<file path="config.mk">
export PLATFORM = sky130hd
export DESIGN_NAME = serial_word_tx_flat
export DESIGN_NICKNAME = d
export VERILOG_FILES = /design/src/rtl/serial_word_tx_if.sv /design/src/rtl/serial_word_tx.sv /design/src/flat_wrapper.sv
export SDC_FILE = /design/constraint.sdc
export NUM_CORES = 1
export LEC_CHECK = 0
export ABC_AREA = 0
export CAP_MARGIN = 5
export CORE_UTILIZATION = 45
export DETAILED_ROUTE_END_ITERATION = 6
export PLACE_DENSITY_LB_ADDON = 0.08
export SYNTH_ARGS = -nofsm -noshare
export SYNTH_HDL_FRONTEND = slang
export SYNTH_SLANG_ARGS = --single-unit
</file>
<file path="constraint.sdc">
create_clock -name clk -period 2.1 [get_ports clk]
set_input_delay 0.63 -clock clk [delete_from_list [all_inputs] [get_ports clk]]
set_output_delay 0.63 -clock clk [all_outputs]
set_load 0.005 [all_outputs]
</file>
<file path="src/rtl/serial_word_tx_if.sv">
// Load handshake and serial output bundle for serial_word_tx.
// The master drives words in; the slave (the transmitter) drives the serial stream out.
interface serial_word_tx_if #(
  parameter int WIDTH = 8
);
  logic             load_valid;
  logic             load_ready;
  logic [WIDTH-1:0] data_in;
  logic             neg;
  logic             y;
  logic             frame;
  logic             sof;
  logic             eof;
  logic             busy;

  modport master (
    output load_valid, data_in, neg,
    input  load_ready, y, frame, sof, eof, busy
  );

  modport slave (
    input  load_valid, data_in, neg,
    output load_ready, y, frame, sof, eof, busy
  );
endinterface

</file>
<file path="src/rtl/serial_word_tx.sv">
// LSB-first serial word transmitter with optional on-the-fly two's complement.
// Negation is done serially: pass bits up to the first 1, then invert the rest.
module serial_word_tx #(
  parameter int WIDTH = 8
) (
  input  logic                  clk,
  input  logic                  r,
  serial_word_tx_if.slave       bus
);

  typedef enum logic [0:0] {
    S_IDLE  = 1'b0,
    S_SHIFT = 1'b1
  } state_e;

  localparam int              CW       = $clog2(WIDTH);
  localparam logic [CW-1:0]   CNT_LAST = CW'(WIDTH - 1);
  localparam logic [CW-1:0]   CNT_ZERO = {CW{1'b0}};

  state_e           state_q, state_d;
  logic [CW-1:0]    cnt_q, cnt_d;
  logic [WIDTH-1:0] shreg_q, shreg_d;
  logic             neg_q, neg_d;
  logic             seen_q, seen_d;
  logic             y_q, y_d;
  logic             frame_q, frame_d;
  logic             sof_q, sof_d;
  logic             eof_q, eof_d;

  logic             last_s;
  logic             ready_s;
  logic             accept_s;

  // Serial two's complement: a bit is inverted once an earlier 1 has gone out.
  function automatic logic tx_bit(input logic data_bit, input logic neg_bit, input logic seen_bit);
    return data_bit ^ (neg_bit & seen_bit);
  endfunction

  assign last_s   = (state_q == S_SHIFT) && (cnt_q == CNT_LAST);
  assign ready_s  = ~r & ((state_q == S_IDLE) | last_s);
  assign accept_s = bus.load_valid & ready_s;

  // Next-state decode for the FSM, datapath and the registered outputs.
  always_comb begin
    state_d = state_q;
    cnt_d   = cnt_q;
    shreg_d = shreg_q;
    neg_d   = neg_q;
    seen_d  = seen_q;
    case (state_q)
      S_IDLE: begin
        if (accept_s) begin
          state_d = S_SHIFT;
          cnt_d   = CNT_ZERO;
          shreg_d = bus.data_in;
          neg_d   = bus.neg;
          seen_d  = 1'b0;
        end else begin
          state_d = S_IDLE;
          cnt_d   = CNT_ZERO;
          shreg_d = {WIDTH{1'b0}};
          neg_d   = 1'b0;
          seen_d  = 1'b0;
        end
      end
      S_SHIFT: begin
        if (last_s) begin
          if (accept_s) begin
            state_d = S_SHIFT;
            cnt_d   = CNT_ZERO;
            shreg_d = bus.data_in;
            neg_d   = bus.neg;
            seen_d  = 1'b0;
          end else begin
            state_d = S_IDLE;
            cnt_d   = CNT_ZERO;
            shreg_d = {WIDTH{1'b0}};
            neg_d   = 1'b0;
            seen_d  = 1'b0;
          end
        end else begin
          state_d = S_SHIFT;
          cnt_d   = cnt_q + CW'(1);
          shreg_d = {1'b0, shreg_q[WIDTH-1:1]};
          neg_d   = neg_q;
          seen_d  = seen_q | shreg_q[0];
        end
      end
      default: begin
        state_d = S_IDLE;
        cnt_d   = CNT_ZERO;
        shreg_d = {WIDTH{1'b0}};
        neg_d   = 1'b0;
        seen_d  = 1'b0;
      end
    endcase

    // Outputs describe the bit that will be on the line after this edge.
    frame_d = (state_d == S_SHIFT);
    y_d     = frame_d & tx_bit(shreg_d[0], neg_d, seen_d);
    sof_d   = frame_d & (cnt_d == CNT_ZERO);
    eof_d   = frame_d & (cnt_d == CNT_LAST);
  end

  // State and output registers; reset clears everything asynchronously.
  always_ff @(posedge clk or posedge r) begin
    if (r) begin
      state_q <= S_IDLE;
      cnt_q   <= CNT_ZERO;
      shreg_q <= {WIDTH{1'b0}};
      neg_q   <= 1'b0;
      seen_q  <= 1'b0;
      y_q     <= 1'b0;
      frame_q <= 1'b0;
      sof_q   <= 1'b0;
      eof_q   <= 1'b0;
    end else begin
      state_q <= state_d;
      cnt_q   <= cnt_d;
      shreg_q <= shreg_d;
      neg_q   <= neg_d;
      seen_q  <= seen_d;
      y_q     <= y_d;
      frame_q <= frame_d;
      sof_q   <= sof_d;
      eof_q   <= eof_d;
    end
  end

  assign bus.load_ready = ready_s;
  assign bus.y          = y_q;
  assign bus.frame      = frame_q;
  assign bus.sof        = sof_q;
  assign bus.eof        = eof_q;
  assign bus.busy       = frame_q;

endmodule

</file>
<file path="src/flat_wrapper.sv">
// flat-port wrapper written by rule: the top's interface ports become plain ports
module serial_word_tx_flat 
#(
  parameter int WIDTH = 8
)
  (clk, r, bus_load_valid, bus_data_in, bus_neg, bus_load_ready, bus_y, bus_frame, bus_sof, bus_eof, bus_busy);
  serial_word_tx_if #(.WIDTH(WIDTH)) bus_i ();
  input  logic clk;
  input  logic r;
  input wire logic [$bits(bus_i.load_valid)-1:0] bus_load_valid;
  input wire logic [$bits(bus_i.data_in)-1:0] bus_data_in;
  input wire logic [$bits(bus_i.neg)-1:0] bus_neg;
  output wire logic [$bits(bus_i.load_ready)-1:0] bus_load_ready;
  output wire logic [$bits(bus_i.y)-1:0] bus_y;
  output wire logic [$bits(bus_i.frame)-1:0] bus_frame;
  output wire logic [$bits(bus_i.sof)-1:0] bus_sof;
  output wire logic [$bits(bus_i.eof)-1:0] bus_eof;
  output wire logic [$bits(bus_i.busy)-1:0] bus_busy;
  assign bus_i.load_valid = bus_load_valid;
  assign bus_i.data_in = bus_data_in;
  assign bus_i.neg = bus_neg;
  assign bus_load_ready = bus_i.load_ready;
  assign bus_y = bus_i.y;
  assign bus_frame = bus_i.frame;
  assign bus_sof = bus_i.sof;
  assign bus_eof = bus_i.eof;
  assign bus_busy = bus_i.busy;
  serial_word_tx #(.WIDTH(WIDTH)) u_core (.clk(clk), .r(r), .bus(bus_i));
endmodule
</file>
==> impl_metrics.csv <==
group,metric,value,unit
pwr,power,0.00119,W
synthesis,synth_cell_types,22,
setup_path,critPathArrivalTime,1400,ps
synthesis,yosys_register_bits,17,
clock_tree,insertion_delay,280,ps
floorplanning,ios,18,
setup_path,crit_start,"u_core.cnt_q[0]",
setup_path,crit_top_cell,"ha_2",
clock_tree,ctsRootBufferMaster,"clkbuf_4",
hold_path,min_path_cells,1,
setup_path,r2r_cells,6,
setup_path,start_kind,"register",
timing,min_period,2030,ps
timing,finalCritPeriodShare,0.965,
final_layout,syn_to_final_growth,29.5,%
final_layout,num-fill-cells,110,
clock_tree,h-tree-depth,1,
final_layout,finalNetCount,88,
final_layout,diodes,0,
floorplanning,core-area,1380,um2
floorplanning,start_util,0.510,
final_layout,layout_common_cells,"dfrtp_1, clkdlybuf4s50_1, a22o_1",
floorplanning,die_w,41.6,um
global_routing,track_usage,0.145,
global_routing,antenna_found_initial,0,
setup_path,rr_endpoint,"u_core.bus.eof",
synthesis,ys_warn_count,0,
synthesis,seq_area_frac_synth,0.604,
routing,vias,435,
timing,setup_viol,0,
setup_path,path_max_fanout,2,
synthesis,syn_inst,51,
hold_path,hp-class,"register to register",
global_routing,overflow,0,
clock_tree,cts_setup_buffers,0,
timing,hold_violations,0,
final_layout,final_common_cell,"dfrtp_1",
timing,skew,11.3,ps
placed_design,detailed_place_hpwl,758,um
timing,maxSlewHeadroom,0.863,
clock_tree,clock_path_buffers,2,
floorplanning,die_area,1730,um2
routing,wl_met2,468,um
global_routing,grt_pass1_vias,422,
timing,slew_violations,0,
clock_tree,cts.reportedPaths.clkPinSlew,100,ps
pwr,power_density,1300,nW/um2
timing,max_freq,494,MHz
routing,wire_per_inst,11.7,um
routing,drtIter0Drc,3,
routing,top_layer,"met3",
routing,route.met3.wl,47,um
synthesis,synthDominantCellAreaShare,0.604,
clock_tree,cts_tree,"built",
final_layout,drive_gt1_frac,0.247,
routing,wl,1030,um
synthesis,synth_area_per_cell,13.8,um2
synthesis,syn-cell-area,704,um2
routing,wl_met1,517,um
setup_path,path_class,"register to output pin",
synthesis,syn_nets,65,
floorplanning,num_rows,13,
global_routing,grt_max_degree,18,
final_layout,multi_input_area,241,um2
setup_path,worstReg2RegStart,"u_core.cnt_q[0]",
floorplanning,die_y,41.6,um
pwr,p_leak,0.439,nW
pwr,ir_worst_vdd,889,uV
setup_path,r2r_slack,570,ps
routing,dr.pass1.iters,2,
setup_path,slowest_delay,390,ps
clock_tree,numClockSinks,17,
timing,tightest_slew,206,ps
synthesis,synth_area_leaders,"dfrtp_1, a22o_1, ha_1, buf_12, nor2_1",
routing,avgViaCountPerCell,4.94,
routing,antenna_left,0,
final_layout,seq_area,425,um2
setup_path,cp.required,1470,ps
status,status,"complete, no violations",
setup_path,worst_path_max_delay_cell,"dfrtp_1",
job,drv_cap,0,
clock_tree,cts_buffers,3,
synthesis,synth_area_leader_cell,"dfrtp_1",
placed_design,dp.cells,84,
setup_path,crit_end,"bus_load_ready",
routing,drc,0,
timing,rsz0062_at_grt,"no",
placed_design,routabilityCongestion,0.642,
final_layout,instances_no_fill,88,
setup_path,worstSetupEndpointType,"output pin",
global_routing,grt_pass1_wl,1890,um
setup_path,cp_cell_sequence,"ha_2 > ha_2 > and2b_4 > nor2_1 > buf_2",
placed_design,port_buffers,17,
## final cells by class
class / instances / share of cell area
clock buffer: 3 / 0.0247
clock inverter: 1 / 0.00549
inverter: 1 / 0.00412
multi-input combinational: 30 / 0.265
sequential: 17 / 0.466
tap: 15 / 0.0206
timing repair buffer: 21 / 0.214
## per-layer routing
metal  up-vias  track usage
met4         0       0.0387
met3         0       0.0565
met2        10        0.197
met1       205        0.217
li1        220            -
met5         -            0
## Yosys cell counts
master and number:
dfrtp_1 17, a22o_1 7, nor2_1 5, and2_4 2, ha_1 2, nand2_1 2, a31o_1 1, a32oi_2 1
and2_1 1, and2b_4 1, and3_1 1, and3b_1 1, buf_12 1, buf_4 1, buf_6 1, inv_1 1
nand2b_4 1, nand3_1 1, nor2b_2 1, o21a_1 1, o21ai_2 1, or2_1 1
## state kept, by name (all words and copies together), names as in the netlist
signal and count:
u_core.state_q 1, u_core.neg_q 1, u_core.seen_q 1, u_core.bus.y 1
u_core.cnt_q 3, u_core.bus.sof 1, u_core.bus.eof 1, u_core.shreg_q 8
## worst min-delay path by stage
stage,from,endpoint
5_1_grt,u_core.shreg_q[6],u_core.shreg_q[5]
4_1_cts,u_core.shreg_q[6],u_core.shreg_q[5]
6_report,u_core.shreg_q[6],u_core.shreg_q[5]
3_5_place_dp,u_core.shreg_q[6],u_core.shreg_q[5]
3_3_place_gp,u_core.shreg_q[3],u_core.shreg_q[2]
2_1_floorplan,u_core.cnt_q[0],u_core.cnt_q[0]
## kinds of logic (layout without fill, tap and decap cells)
group,after synthesis,count (layout),share of synthesized area
DFF,17,17,0.604
AOI/OAI and AO/OA,11,11,0.146
and+or+nand+nor,17,17,0.155
buffers and inverters,4,26,0.0604
adders and majority gates,2,2,0.0355
## where the power goes
group | switching [W] | total, W | internal (W)
logic | 0.000206 | 0.000507 | 0.000301
clock network | 0.0000952 | 0.000166 | 0.0000706
registers | 0.0000621 | 0.000516 | 0.000454
total | 0.000363 | 0.00119 | 0.000826
## repair_timing
| action | in CTS | in global routing |
|---|---|---|
| hold endpoints to repair | 0 | 0 |
| setup endpoints to repair | 1 | 0 |
| resized for setup | 6 | 0 |
| hold buffers | 0 | 0 |
## metrics by stage
stage / utilization / instance area [um2] / hold slack (ps) / setup WS, ps / TNS, ps
floorplan: - / 704 / 442 / 277 / 0
global placement: 0.640 / 885 / 451 / -173 / -173
detailed placement: 0.640 / 885 / 464 / -201 / -201
CTS: 0.660 / 912 / 472 / 59.0 / 0
global route: 0.660 / 912 / 474 / 8.86 / 0
finish: 0.660 / 912 / 466 / 73.8 / 0
## worst max-delay path, delay by kind of cell (launching register included)
family                   cells  cell delay [ps]
flip-flops                   1              390
adder cells (fa/ha/maj)      2              340
AND/OR/NAND/NOR              2              280
buffers and inverters        1              120
Power figures use the tool's default switching activity.
